## src/rtl/pipe_ctrl_pkg.sv

```systemverilog
// Shared definitions for the pipeline hazard/stall controller: FSM states,
// PC mux select codes and mult/div occupancy defaults.
package pipe_ctrl_pkg;

  localparam int MD_CYCLES_DEF = 32;
  localparam int MD_CNT_W      = 6;

  typedef enum logic {
    RUN     = 1'b0,
    MD_WAIT = 1'b1
  } state_e;

  typedef enum logic [1:0] {
    PC_SEL_SEQ = 2'b00,
    PC_SEL_BR  = 2'b01,
    PC_SEL_EXC = 2'b10
  } pc_sel_e;

endpackage

```

## src/rtl/pipeline_ctrl_if.sv

```systemverilog
// Hazard-request and stage-control bundle between the datapath (master) and
// the pipeline controller (slave).
interface pipeline_ctrl_if;
  logic [4:0] id_rs;
  logic [4:0] id_rt;
  logic [4:0] ex_rt;
  logic       ex_mem_read;
  logic       id_branch_taken;
  logic       id_jump;
  logic       md_start;
  logic       id_md_use;
  logic       exc_req;

  logic       pc_en;
  logic       ifid_en;
  logic       ifid_flush;
  logic       idex_flush;
  logic       exmem_flush;
  logic [1:0] pc_sel;
  logic       md_busy;
  logic       md_done;

  modport master (
    output id_rs, id_rt, ex_rt, ex_mem_read, id_branch_taken, id_jump,
           md_start, id_md_use, exc_req,
    input  pc_en, ifid_en, ifid_flush, idex_flush, exmem_flush, pc_sel,
           md_busy, md_done
  );

  modport slave (
    input  id_rs, id_rt, ex_rt, ex_mem_read, id_branch_taken, id_jump,
           md_start, id_md_use, exc_req,
    output pc_en, ifid_en, ifid_flush, idex_flush, exmem_flush, pc_sel,
           md_busy, md_done
  );
endinterface

```

## src/rtl/pipeline_ctrl_md_counter.sv

```systemverilog
// Mult/div occupancy down-counter: load, decrement, synchronous clear and a
// zero flag used by the controller FSM to end the wait.
module md_counter
  import pipe_ctrl_pkg::*;
(
  input  logic                clk,
  input  logic                reset,
  input  logic                load,
  input  logic                dec,
  input  logic                clear,
  input  logic [MD_CNT_W-1:0] load_val,
  output logic                zero
);

  logic [MD_CNT_W-1:0] md_cnt_q, md_cnt_d;

  // NOTE: every combinational output gets its default before any branch so no latch is inferred.
  always_comb begin
    md_cnt_d = md_cnt_q;
    if (clear) begin
      md_cnt_d = '0;
    end else if (load) begin
      md_cnt_d = load_val;
    end else if (dec && (md_cnt_q != '0)) begin
      md_cnt_d = md_cnt_q - 1'b1;
    end
  end

  // NOTE: state registers use non-blocking assignment so all flops update together at the edge.
  always_ff @(posedge clk) begin
    if (reset) begin
      md_cnt_q <= '0;
    end else begin
      md_cnt_q <= md_cnt_d;
    end
  end

  assign zero = (md_cnt_q == '0);

endmodule

```

## src/rtl/pipeline_ctrl.sv

```systemverilog
// Pipeline controller: load-use and mult/div stalls, branch/jump redirect,
// exception flush and the mult/div occupancy FSM.
module pipeline_ctrl
  import pipe_ctrl_pkg::*;
#(
  parameter int MD_CYCLES = MD_CYCLES_DEF
) (
  input logic           clk,
  input logic           reset,
  pipeline_ctrl_if.slave bus
);

  localparam logic [MD_CNT_W-1:0] MD_LOAD = MD_CNT_W'(MD_CYCLES - 1);

  state_e  state_q, state_d;
  logic    md_busy_q, md_busy_d;
  logic    md_done_q, md_done_d;
  logic    cnt_load, cnt_dec, cnt_clear, cnt_zero;
  logic    load_use, md_hazard, hazard;
  pc_sel_e pc_sel;

  assign load_use  = bus.ex_mem_read && (bus.ex_rt != 5'd0) &&
                     ((bus.ex_rt == bus.id_rs) || (bus.ex_rt == bus.id_rt));
  assign md_hazard = (state_q == MD_WAIT) && bus.id_md_use;
  assign hazard    = load_use || md_hazard;

  // Priority: reset, then exception, then stall, then redirect.
  always_comb begin
    bus.pc_en       = 1'b1;
    bus.ifid_en     = 1'b1;
    bus.ifid_flush  = 1'b0;
    bus.idex_flush  = 1'b0;
    bus.exmem_flush = 1'b0;
    pc_sel          = PC_SEL_SEQ;
    if (reset) begin
      bus.pc_en       = 1'b0;
      bus.ifid_en     = 1'b0;
      bus.ifid_flush  = 1'b1;
      bus.idex_flush  = 1'b1;
      bus.exmem_flush = 1'b1;
    end else if (bus.exc_req) begin
      bus.ifid_flush  = 1'b1;
      bus.idex_flush  = 1'b1;
      bus.exmem_flush = 1'b1;
      pc_sel          = PC_SEL_EXC;
    end else if (hazard) begin
      bus.pc_en      = 1'b0;
      bus.ifid_en    = 1'b0;
      bus.idex_flush = 1'b1;
    end else if (bus.id_branch_taken || bus.id_jump) begin
      bus.ifid_flush = 1'b1;
      pc_sel         = PC_SEL_BR;
    end
  end

  assign bus.pc_sel = pc_sel;

  always_comb begin
    state_d   = state_q;
    md_busy_d = md_busy_q;
    md_done_d = 1'b0;
    cnt_load  = 1'b0;
    cnt_dec   = 1'b0;
    cnt_clear = 1'b0;
    unique case (state_q)
      RUN: begin
        if (bus.md_start && !bus.exc_req) begin
          state_d   = MD_WAIT;
          md_busy_d = 1'b1;
          cnt_load  = 1'b1;
        end
      end
      MD_WAIT: begin
        if (bus.exc_req) begin
          state_d   = RUN;
          md_busy_d = 1'b0;
          cnt_clear = 1'b1;
        end else if (cnt_zero) begin
          state_d   = RUN;
          md_busy_d = 1'b0;
          md_done_d = 1'b1;
        end else begin
          cnt_dec = 1'b1;
        end
      end
      default: state_d = RUN;
    endcase
  end

  always_ff @(posedge clk) begin
    if (reset) begin
      state_q   <= RUN;
      md_busy_q <= 1'b0;
      md_done_q <= 1'b0;
    end else begin
      state_q   <= state_d;
      md_busy_q <= md_busy_d;
      md_done_q <= md_done_d;
    end
  end

  md_counter u_md_counter (
    .clk      (clk),
    .reset    (reset),
    .load     (cnt_load),
    .dec      (cnt_dec),
    .clear    (cnt_clear),
    .load_val (MD_LOAD),
    .zero     (cnt_zero)
  );

  assign bus.md_busy = md_busy_q;
  assign bus.md_done = md_done_q;

endmodule

```

## src/flat_wrapper.sv

```systemverilog
// flat-port wrapper written by rule: the top's interface ports become plain ports
module pipeline_ctrl_flat import pipe_ctrl_pkg::*;
#(
  parameter int MD_CYCLES = MD_CYCLES_DEF
)
  (clk, reset, bus_id_rs, bus_id_rt, bus_ex_rt, bus_ex_mem_read, bus_id_branch_taken, bus_id_jump, bus_md_start, bus_id_md_use, bus_exc_req, bus_pc_en, bus_ifid_en, bus_ifid_flush, bus_idex_flush, bus_exmem_flush, bus_pc_sel, bus_md_busy, bus_md_done);
  pipeline_ctrl_if bus_i ();
  input logic clk;
  input logic reset;
  input wire logic [$bits(bus_i.id_rs)-1:0] bus_id_rs;
  input wire logic [$bits(bus_i.id_rt)-1:0] bus_id_rt;
  input wire logic [$bits(bus_i.ex_rt)-1:0] bus_ex_rt;
  input wire logic [$bits(bus_i.ex_mem_read)-1:0] bus_ex_mem_read;
  input wire logic [$bits(bus_i.id_branch_taken)-1:0] bus_id_branch_taken;
  input wire logic [$bits(bus_i.id_jump)-1:0] bus_id_jump;
  input wire logic [$bits(bus_i.md_start)-1:0] bus_md_start;
  input wire logic [$bits(bus_i.id_md_use)-1:0] bus_id_md_use;
  input wire logic [$bits(bus_i.exc_req)-1:0] bus_exc_req;
  output wire logic [$bits(bus_i.pc_en)-1:0] bus_pc_en;
  output wire logic [$bits(bus_i.ifid_en)-1:0] bus_ifid_en;
  output wire logic [$bits(bus_i.ifid_flush)-1:0] bus_ifid_flush;
  output wire logic [$bits(bus_i.idex_flush)-1:0] bus_idex_flush;
  output wire logic [$bits(bus_i.exmem_flush)-1:0] bus_exmem_flush;
  output wire logic [$bits(bus_i.pc_sel)-1:0] bus_pc_sel;
  output wire logic [$bits(bus_i.md_busy)-1:0] bus_md_busy;
  output wire logic [$bits(bus_i.md_done)-1:0] bus_md_done;
  assign bus_i.id_rs = bus_id_rs;
  assign bus_i.id_rt = bus_id_rt;
  assign bus_i.ex_rt = bus_ex_rt;
  assign bus_i.ex_mem_read = bus_ex_mem_read;
  assign bus_i.id_branch_taken = bus_id_branch_taken;
  assign bus_i.id_jump = bus_id_jump;
  assign bus_i.md_start = bus_md_start;
  assign bus_i.id_md_use = bus_id_md_use;
  assign bus_i.exc_req = bus_exc_req;
  assign bus_pc_en = bus_i.pc_en;
  assign bus_ifid_en = bus_i.ifid_en;
  assign bus_ifid_flush = bus_i.ifid_flush;
  assign bus_idex_flush = bus_i.idex_flush;
  assign bus_exmem_flush = bus_i.exmem_flush;
  assign bus_pc_sel = bus_i.pc_sel;
  assign bus_md_busy = bus_i.md_busy;
  assign bus_md_done = bus_i.md_done;
  pipeline_ctrl #(.MD_CYCLES(MD_CYCLES)) u_core (.clk(clk), .reset(reset), .bus(bus_i));
endmodule
```

## config.mk

```make
export PLATFORM = sky130hd
export DESIGN_NAME = pipeline_ctrl_flat
export DESIGN_NICKNAME = d
export VERILOG_FILES = /design/src/rtl/pipe_ctrl_pkg.sv /design/src/rtl/pipeline_ctrl_if.sv /design/src/rtl/pipeline_ctrl_md_counter.sv /design/src/rtl/pipeline_ctrl.sv /design/src/flat_wrapper.sv
export SDC_FILE = /design/constraint.sdc
export NUM_CORES = 1
export LEC_CHECK = 0
export ABC_CLOCK_PERIOD_IN_PS = 1800
export CAP_MARGIN = 20
export CORE_UTILIZATION = 34
export CTS_CLUSTER_DIAMETER = 120
export DETAILED_ROUTE_END_ITERATION = 10
export GPL_TIMING_DRIVEN = 1
export PLACE_DENSITY = 0.73
export SLEW_MARGIN = 25
export SYNTH_ARGS = -nofsm -noshare
export SYNTH_HDL_FRONTEND = slang
export SYNTH_SLANG_ARGS = --single-unit
```

## constraint.sdc

```tcl
create_clock -name clk -period 1.8 [get_ports clk]
set_clock_uncertainty 0.05 [all_clocks]
set_input_delay 0.36 -clock clk [delete_from_list [all_inputs] [get_ports clk]]
set_output_delay 0.36 -clock clk [all_outputs]
set_load 0.1 [all_outputs]
```

==> results.py, run 1 <==
metrics = {
    "run_status": {
        "status": "complete, but fails checks",
        "violations": "negative setup slack",
    },
    "synth": {
        "synth-main-ff-cell": "dfxtp_1",
        "synthesis.nets": 99,
        "netlist_instances": 75,
        "synth_edf_count": 0,
        "avgSynthCellArea_um2": 8.34,
        "synth_seq_cells": 9,
        "synth_area_um2": 626,
        "async_flop_share": 0,
        "yosys_warnings": 0,
        "synthDistinctLibCells": 31,
        "ys_seq_area_frac": 0.288,
    },
    "worst_setup_path": {
        "worstPathArrival_ns": 1.77,
        "crit_family": "simple AND/OR/NAND/NOR gates",
        "worst-path-max-fanout": 3,
        "worst_setup_path_end_kind": "output pin",
        "crit_start": "bus_ex_rt[4]",
        "reg2reg_from": "u_core.u_md_counter.md_cnt_q[0]$_SDFFE_PP0P_",
        "path_class": "input port to output pin",
        "cpPeakStageDelay_ns": 0.53,
        "cp_slowest_cell": "or4_4",
        "crit_buf_inv": 3,
        "startpoint_type": "input port",
        "worstPathCellList": "buf_6 > or4_4 > o21ai_4 > inv_2 > a221o_4 > buf_12",
        "required_ns": 1.39,
    },
    "clock_tree": {
        "clock-sinks": 9,
        "clockBufferDepth": 2,
        "h-tree-depth": 1,
        "cts_tree": "done",
        "cts-root-buf": "clkbuf_4",
        "clk_pin_slew_ns": 0.06,
        "insertion_delay_ns": 0.26,
        "cts_buffers": 3,
    },
    "power_and_ir_drop": {
        "power_leakage_nw": 0.559,
        "ir_worst_vdd_uv": 479,
        "power_mw": 0.724,
        "pwr_density_cell_nw_per_um2": 565,
    },
    "timing": {
        "rsz0062_at_grt": "yes",
        "fmax_mhz": 459,
        "tns_ns": -1.70,
        "drv_slew": 0,
        "fin_ws_ns": -0.377,
        "tightest_slew_ns": 0.498,
        "final.period_utilization": 1.21,
        "slew_headroom": 0.665,
        "period_minus_slack_ns": 2.18,
        "hold_viol_final": 0,
        "final-setup-viol-count": 5,
    },
    "floorplanning": {
        "die_area_um2": 2020,
        "rows": 15,
        "core_um2": 1730,
        "die_y_um": 44.9,
        "die_w_um": 44.9,
        "ios": 32,
        "start_util": 0.362,
    },
    "routing": {
        "vias": 702,
        "wirelength_um": 1610,
        "viasPerCell": 4.71,
        "first_pass_iters": 4,
        "avgRoutedWirePerCell_um": 10.8,
        "postRouteAntennaNets": 0,
        "drc_errors": 0,
        "drt_iter0_markers": 7,
    },
    "placed_design": {
        "place_congestion": 0.781,
        "dpl-instance-area_um2": 1220,
        "hpwl_um": 1400,
        "pre_cts_ws_ns": -0.763,
        "io_buffers": 31,
    },
    "grt": {
        "grt_pass1_vias": 662,
        "track_usage": 0.178,
        "grt_max_degree": 8,
        "grt_first_pass_wirelength_um": 2570,
        "grt-ovfl-total": 0,
        "antenna_found_initial": 0,
    },
    "layout": {
        "multi_input_area_um2": 502,
        "fill_cells": 134,
        "antennaDiodeCount": 0,
        "area_growth_pct": 105,
        "drive_above_1_share": 0.371,
        "nets": 149,
        "fin_area_um2": 1280,
        "register_area_um2": 180,
    },
    "worst_hold_path": {
        "hp-start": "u_core.u_md_counter.md_cnt_q[0]$_SDFFE_PP0P_",
        "hold_path_class": "register to register",
    },
    "job": {
        "drv_cap": 0,
    },
}
[layer usage]
layer / up-vias / wire (µm) / GRT usage / share of wire
li1: 367 / - / - / -
met3: 3 / 77 / 0.0720 / 0.048
met2: 19 / 877 / 0.318 / 0.54
met5: - / 0 / 0 / 0
met1: 313 / 647 / 0.199 / 0.40
met4: 0 / 11 / 0.0364 / 0.0068
[flip-flops by register name, summed over array words and instances, names as in the netlist]
name / count
u_core.u_md_counter.md_cnt_q: 6
u_core.bus.md_busy: 1
u_core.bus.md_done: 1
u_core.state_q: 1
[through the flow]
step	cells	utilization	hold WS, ns
after global placement	144	0.709	0.469
final	149	0.741	0.507
after CTS	150	0.728	0.500
after floorplan	75	-	0.382
after global routing	149	0.741	0.536
after detailed placement	144	0.709	0.494
[placed cells by master, fill, tap and decap left out, types with 4 or more instances in the layout]
cell             netlist  layout
buf_12                 0       9
nor2_1                11       9
clkdlybuf4s50_1        0       6
dlymetal6s2s_1         0       7
dfxtp_1                9       9
dlygate4sd2_1          0       5
buf_4                  1      15
nand2_1                4       4
xnor2_1               10      10
[worst register-to-register path, stage by stage, from the launching register on]
cell and delay, ns:
dfxtp_1 0.36, inv_1 0.08, ha_1 0.22, nand2b_1 0.14
o21a_4 0.23, buf_4 0.14, a211oi_1 0.22, a311oi_1 0.06
[synthesized netlist by cell type, types with 2 or more instances]
cell	instances	share of area
inv_1	4	0.024
nor2b_1	2	0.020
nand2_1	4	0.024
xor2_1	3	0.042
a211oi_1	5	0.060
nor3_1	3	0.024
nand3_1	2	0.016
nor2_1	11	0.066
a21oi_1	2	0.016
dfxtp_1	9	0.29
xnor2_1	10	0.14
[final timing paths]
| kind | to | slack (ns) | depth (start not counted) |
|---|---|---|---|
| setup / recovery | bus_idex_flush | -0.38 | 6 |
| hold reg to reg | u_core.u_md_counter.md_cnt_q[0]$_SDFFE_PP0P_ | 0.51 | 1 |
| setup reg to reg | u_core.u_md_counter.md_cnt_q[2]$_SDFFE_PP0P_ | 0.18 | 7 |
| hold / removal | u_core.u_md_counter.md_cnt_q[0]$_SDFFE_PP0P_ | 0.51 | 1 |
[repair_timing]
action,4_1_cts,5_1_grt
pin swaps,7,13
hold buffers,0,0
buffers inserted,2,0
resized for setup,22,9
setup endpoints to repair,7,6
[cells by family after synthesis]
logic type | Yosys count | share of synthesized area
fa+ha+maj | 1 | 0.0200
flops | 9 | 0.288
xor+xnor | 13 | 0.182
simple gates | 28 | 0.224
buf+inv | 5 | 0.0360
mux | 1 | 0.0240
compound gates | 18 | 0.226
[final cells by class]
cell class,instances,area share
Clock buffer,4,0.0205
Sequential cell,9,0.141
Inverter,4,0.0147
Tap cell,25,0.0244
Multi-Input combinational cell,61,0.392
Timing Repair Buffer,46,0.408
[power by group]
part | switching (mW) | internal, mW
combinational | 0.182 | 0.159
sequential | 0.0155 | 0.213
clock | 0.0691 | 0.0853
Power figures use the tool's default switching activity.
==> run 2, diff against run 1 <==
CORE_MARGIN = 2   (was unset)
==> run 2 against run 1 <==
The run still ends with negative setup slack left. Final cell count up 0.67%. Flip-flop and latch count unchanged. Critical path depth unchanged. Sequential share of layout area down 0.068 points. Non-clock buffer count up 1. Clock-buffer cell count unchanged. Sequential power about the same. Register-to-register slack worse by 0.02 ns. Routed wire length up 24%. Via count up 4.3%. Critical endpoint unchanged. Largest cell class unchanged. Largest power group unchanged. Highest routed layer is now met3.
==> results.py, run 2 (synthesized netlist as in run 1, its figures left out) <==
metrics = {
    "timing": {
        "tns_ns": -1.85,
        "final-setup-viol-count": 5,
        "tightest_slew_ns": 0.513,
        "worst_hold_slack_ns": 0.489,
        "hold_viol_final": 0,
        "period_minus_slack_ns": 2.19,
        "fmax_mhz": 456,
        "drv_slew": 0,
        "rsz0062_at_grt": "yes",
        "slew_headroom": 0.654,
        "final.period_utilization": 1.22,
        "fin_ws_ns": -0.394,
    },
    "clock_tree": {
        "cts-root-buf": "clkbuf_4",
        "cts_tree": "done",
        "clock-sinks": 9,
        "clockBufferDepth": 2,
        "holdBufCountCts": 0,
        "cts_buffers": 3,
        "h-tree-depth": 1,
        "insertion_delay_ns": 0.27,
        "clk_pin_slew_ns": 0.07,
    },
    "worst_hold_path": {
        "hold_path_class": "register to register",
    },
    "layout": {
        "drive_above_1_share": 0.376,
        "register_area_um2": 180,
        "area_growth_pct": 106,
        "fill_cells": 130,
        "fin_area_um2": 1290,
        "final_util": 0.745,
        "antennaDiodeCount": 0,
        "layout_common_cells": "buf_4 (15), xnor2_1 (10)",
        "nets": 150,
        "multi_input_area_um2": 488,
        "top_register": "u_core.u_md_counter.md_cnt_q",
        "finalNonFillerCells": 150,
        "final_common_cell": "buf_4",
        "largest_reg_flops": 6,
    },
    "routing": {
        "drc_errors": 0,
        "drt_iter0_markers": 8,
        "postRouteAntennaNets": 0,
        "viasPerCell": 4.88,
        "wirelength_um": 1990,
        "first_pass_iters": 4,
        "vias": 732,
        "avgRoutedWirePerCell_um": 13.3,
    },
    "worst_setup_path": {
        "cp_slowest_cell": "or4_4",
        "cpPeakStageDelay_ns": 0.54,
        "regToRegSetupSlack_ns": 0.16,
        "crit_end": "bus_idex_flush",
        "crit_start": "bus_ex_rt[0]",
        "crit_family": "compound AO/OA/AOI/OAI gates",
        "worstPathArrival_ns": 1.78,
        "crit_buf_inv": 3,
        "rr_worst_depth": 7,
        "r2r_end": "u_core.u_md_counter.md_cnt_q[2]$_SDFFE_PP0P_",
        "worst_setup_path_end_kind": "output pin",
        "crit_cells": 6,
        "path_class": "input port to output pin",
        "required_ns": 1.39,
        "worst-path-max-fanout": 3,
        "worstPathCellList": "buf_6 > or4_4 > o21ai_4 > inv_2 > a221o_4 > buf_12",
        "startpoint_type": "input port",
        "reg2reg_from": "u_core.u_md_counter.md_cnt_q[0]$_SDFFE_PP0P_",
    },
    "run_status": {
        "status": "complete, but fails checks",
        "violations": "negative setup slack",
    },
    "placed_design": {
        "io_buffers": 31,
        "pre_cts_ws_ns": -0.777,
        "hpwl_um": 1560,
        "dpl-instance-area_um2": 1220,
        "place_congestion": 0.769,
        "dpl.cell_count": 143,
    },
    "power_and_ir_drop": {
        "power_frac_comb": 0.468,
        "p_sw_frac": 0.373,
        "pwr_density_cell_nw_per_um2": 568,
        "p_int_mw": 0.458,
        "p_seq_frac": 0.312,
        "clkPwrFrac": 0.220,
        "ir_worst_vdd_uv": 587,
        "power_leakage_nw": 0.583,
        "power_mw": 0.731,
        "p_sw_mw": 0.273,
    },
    "grt": {
        "track_usage": 0.187,
        "grt_pass1_vias": 715,
        "grt-ovfl-total": 0,
        "grt_max_degree": 8,
        "grt_first_pass_wirelength_um": 2900,
        "antenna_found_initial": 0,
    },
    "floorplanning": {
        "ios": 32,
        "die_y_um": 46.9,
        "rows": 15,
        "start_util": 0.362,
        "core_um2": 1730,
        "die_w_um": 46.9,
        "die_area_um2": 2200,
    },
    "job": {
        "drv_cap": 0,
    },
}
## run 2: cell count changes in the layout (fill, tap and decap cells not counted), sizes merged
| cell | delta |
|---|---|
| buf | +2 |
| dlygate4sd2 | -2 |
| clkdlybuf4s50 | -1 |
| dlymetal6s2s | +2 |
## run 2: how the worst min path moves through the flow
stage,from,to,slack [ns],cells past startpoint
after floorplan,reset,u_core.state_q$_SDFF_PP0_,0.38,1
after global placement,u_core.u_md_counter.md_cnt_q[0]$_SDFFE_PP0P_,u_core.u_md_counter.md_cnt_q[0]$_SDFFE_PP0P_,0.47,1
after detailed placement,u_core.bus.md_busy$_SDFFE_PP0P_,u_core.bus.md_busy$_SDFFE_PP0P_,0.48,2
after CTS,u_core.bus.md_busy$_SDFFE_PP0P_,u_core.bus.md_busy$_SDFFE_PP0P_,0.49,2
after global routing,u_core.u_md_counter.md_cnt_q[0]$_SDFFE_PP0P_,u_core.u_md_counter.md_cnt_q[0]$_SDFFE_PP0P_,0.53,1
final,u_core.u_md_counter.md_cnt_q[0]$_SDFFE_PP0P_,u_core.u_md_counter.md_cnt_q[0]$_SDFFE_PP0P_,0.49,1
## run 2: timing repair
item,in CTS,in global routing
buffers inserted,2,1
endpoints found under the setup margin,7,6
pin swaps,6,9
cloned,0,0
gates resized for setup,20,14
## run 2: power groups by stage
stage               Sequential (mW)  Clock [mW]  Combinational [mW]
floorplan                     0.242           0               0.185
detailed placement            0.232           0               0.342
global placement              0.231           0               0.336
finish                        0.228       0.161               0.342
global route                  0.231       0.174               0.363
CTS                           0.227       0.162               0.341
## run 2: per-layer routing
| metal | wire length [µm] | vias to the layer above | share of wire | track usage |
|---|---|---|---|---|
| met5 | 0 | - | 0 | 0 |
| met2 | 1190 | 23 | 0.60 | 0.340 |
| met3 | 79 | 0 | 0.040 | 0.0615 |
| li1 | - | 365 | - | - |
| met4 | 0 | 0 | 0 | 0.0556 |
| met1 | 721 | 344 | 0.36 | 0.204 |
## run 2: area by class of cell
cell class,count,area share
inverters,4,0.0146
well taps,25,0.0243
repair buffers,47,0.421
multi-input cells,61,0.379
flip-flops and latches,9,0.140
clock buffers,4,0.0204
==> run 3, diff against run 2 <==
GPL_ROUTABILITY_DRIVEN = 1   (was unset)
SKIP_LAST_GASP = 1   (was unset)
==> run 3 against run 2 <==
The run still ends with negative setup slack left. Critical path depth is the same. Power grew 0.13%. Worst setup slack is essentially flat. Hold slack is essentially flat. Non-clock buffer count is the same. Via count grew 0.14%. Clock-buffer cell count is the same. Die area is the same. Clock power is essentially flat. First-iteration DRC count is the same. Sequential share of layout area is essentially flat. Routed wire length grew 1.2%. Critical path type unchanged.
==> results.py, run 3 (synthesized netlist as in run 1, its figures left out) <==
metrics = {
    "worst_setup_path": {
        "cp_slowest_cell": "or4_4",
        "startpoint_type": "input port",
        "rr_worst_depth": 7,
        "path_class": "input port to output pin",
        "cpPeakStageDelay_ns": 0.54,
        "crit_cells": 6,
        "worstPathArrival_ns": 1.78,
        "worst_setup_path_end_kind": "output pin",
        "required_ns": 1.39,
        "crit_buf_inv": 3,
        "worstPathCellList": "buf_6 > or4_4 > o21ai_4 > inv_2 > a221o_4 > buf_12",
        "crit_family": "compound AO/OA/AOI/OAI gates",
        "worst-path-max-fanout": 3,
    },
    "grt": {
        "grt-ovfl-total": 0,
        "grt_pass1_vias": 715,
        "grt_first_pass_wirelength_um": 2900,
        "antenna_found_initial": 0,
        "track_usage": 0.187,
        "grt_max_degree": 8,
    },
    "layout": {
        "finalNonFillerCells": 150,
        "final_util": 0.747,
        "top_register": "u_core.u_md_counter.md_cnt_q",
        "fin_area_um2": 1290,
        "antennaDiodeCount": 0,
        "final_common_cell": "buf_4",
        "layout_common_cells": "buf_4 (15), xnor2_1 (10), dlymetal6s2s_1 (10)",
        "nets": 150,
        "drive_above_1_share": 0.376,
        "largest_reg_flops": 6,
        "area_growth_pct": 106,
    },
    "power_and_ir_drop": {
        "power_mw": 0.732,
        "power_leakage_nw": 0.590,
        "ir_worst_vdd_uv": 589,
        "pwr_density_cell_nw_per_um2": 567,
    },
    "routing": {
        "first_pass_iters": 4,
        "postRouteAntennaNets": 0,
        "viasPerCell": 4.89,
        "drt_iter0_markers": 8,
        "avgRoutedWirePerCell_um": 13.4,
        "vias": 733,
        "drc_errors": 0,
        "wirelength_um": 2020,
    },
    "clock_tree": {
        "h-tree-depth": 1,
        "clock-sinks": 9,
        "cts_buffers": 3,
        "insertion_delay_ns": 0.27,
        "cts-root-buf": "clkbuf_4",
        "cts_tree": "done",
        "clockBufferDepth": 2,
        "clk_pin_slew_ns": 0.07,
    },
    "floorplanning": {
        "rows": 15,
        "die_y_um": 46.9,
        "die_w_um": 46.9,
        "start_util": 0.362,
        "ios": 32,
        "core_um2": 1730,
        "die_area_um2": 2200,
    },
    "placed_design": {
        "dpl.cell_count": 143,
        "dpl-instance-area_um2": 1220,
        "io_buffers": 31,
        "hpwl_um": 1560,
        "place_congestion": 0.769,
    },
    "timing": {
        "final.period_utilization": 1.22,
        "fin_ws_ns": -0.394,
        "rsz0062_at_grt": "yes",
        "drv_slew": 0,
        "slew_headroom": 0.654,
        "final-setup-viol-count": 5,
        "period_minus_slack_ns": 2.19,
        "fmax_mhz": 456,
        "tightest_slew_ns": 0.513,
        "hold_viol_final": 0,
    },
    "job": {
        "drv_cap": 0,
    },
    "run_status": {
        "violations": "negative setup slack",
        "status": "complete, but fails checks",
    },
    "worst_hold_path": {
        "hold_path_class": "register to register",
        "holdPathStages": 1,
    },
}
## run 3: layout make-up
class	instances	area, µm²
Timing Repair Buffer	47	546
Fill cell	129	437
Multi-Input combinational cell	61	488
Clock buffer	4	26.3
Tap cell	25	31.3
Sequential cell	9	180
Inverter	4	18.8
## run 3: routing by layer
| layer | vias to the layer above | GRT usage | wire, µm |
|---|---|---|---|
| met5 | - | 0 | 0 |
| met4 | 0 | 0.0556 | 0 |
| met3 | 0 | 0.0615 | 79 |
| met2 | 23 | 0.340 | 1210 |
| met1 | 345 | 0.204 | 729 |
| li1 | 365 | - | - |
## run 3: per-stage QoR
step / worst slack (ns) / hold slack, ns / TNS (ns)
2_1_floorplan: -0.933 / 0.382 / -3.13
4_1_cts: -0.456 / 0.487 / -2.07
5_1_grt: -0.422 / 0.526 / -1.99
3_5_place_dp: -0.777 / 0.478 / -4.38
3_3_place_gp: -0.742 / 0.468 / -3.93
6_report: -0.394 / 0.489 / -1.85
## run 3: report_power, final
part / internal (mW) / switching [mW] / total (mW)
clock network: 0.0855 / 0.0756 / 0.161
logic: 0.161 / 0.182 / 0.343
registers: 0.213 / 0.0153 / 0.228
total: 0.459 / 0.273 / 0.732
## run 3: timing repair
| action | in CTS | in global routing |
|---|---|---|
| setup endpoints to repair | 7 | 6 |
| gates resized for setup | 19 | 15 |
| hold buffers | 0 | 0 |
| setup buffers | 2 | 1 |
| pin swaps | 6 | 8 |
## run 3: worst register-to-register path, delay by kind of cell (launching register included)
| kind | cells | cell delay, ns |
|---|---|---|
| AO/OA/AOI/OAI | 3 | 0.55 |
| adder cells (fa/ha/maj) | 1 | 0.22 |
| buffers and inverters | 2 | 0.21 |
| flip-flops | 1 | 0.35 |
| AND/OR/NAND/NOR | 1 | 0.14 |
## run 3: final timing paths
path / start / end / slack [ns]
max: bus_ex_rt[0] / bus_idex_flush / -0.39
min: u_core.u_md_counter.md_cnt_q[0]$_SDFFE_PP0P_ / u_core.u_md_counter.md_cnt_q[0]$_SDFFE_PP0P_ / 0.49
max reg2reg: u_core.u_md_counter.md_cnt_q[0]$_SDFFE_PP0P_ / u_core.u_md_counter.md_cnt_q[2]$_SDFFE_PP0P_ / 0.16
min reg2reg: u_core.u_md_counter.md_cnt_q[0]$_SDFFE_PP0P_ / u_core.u_md_counter.md_cnt_q[0]$_SDFFE_PP0P_ / 0.49
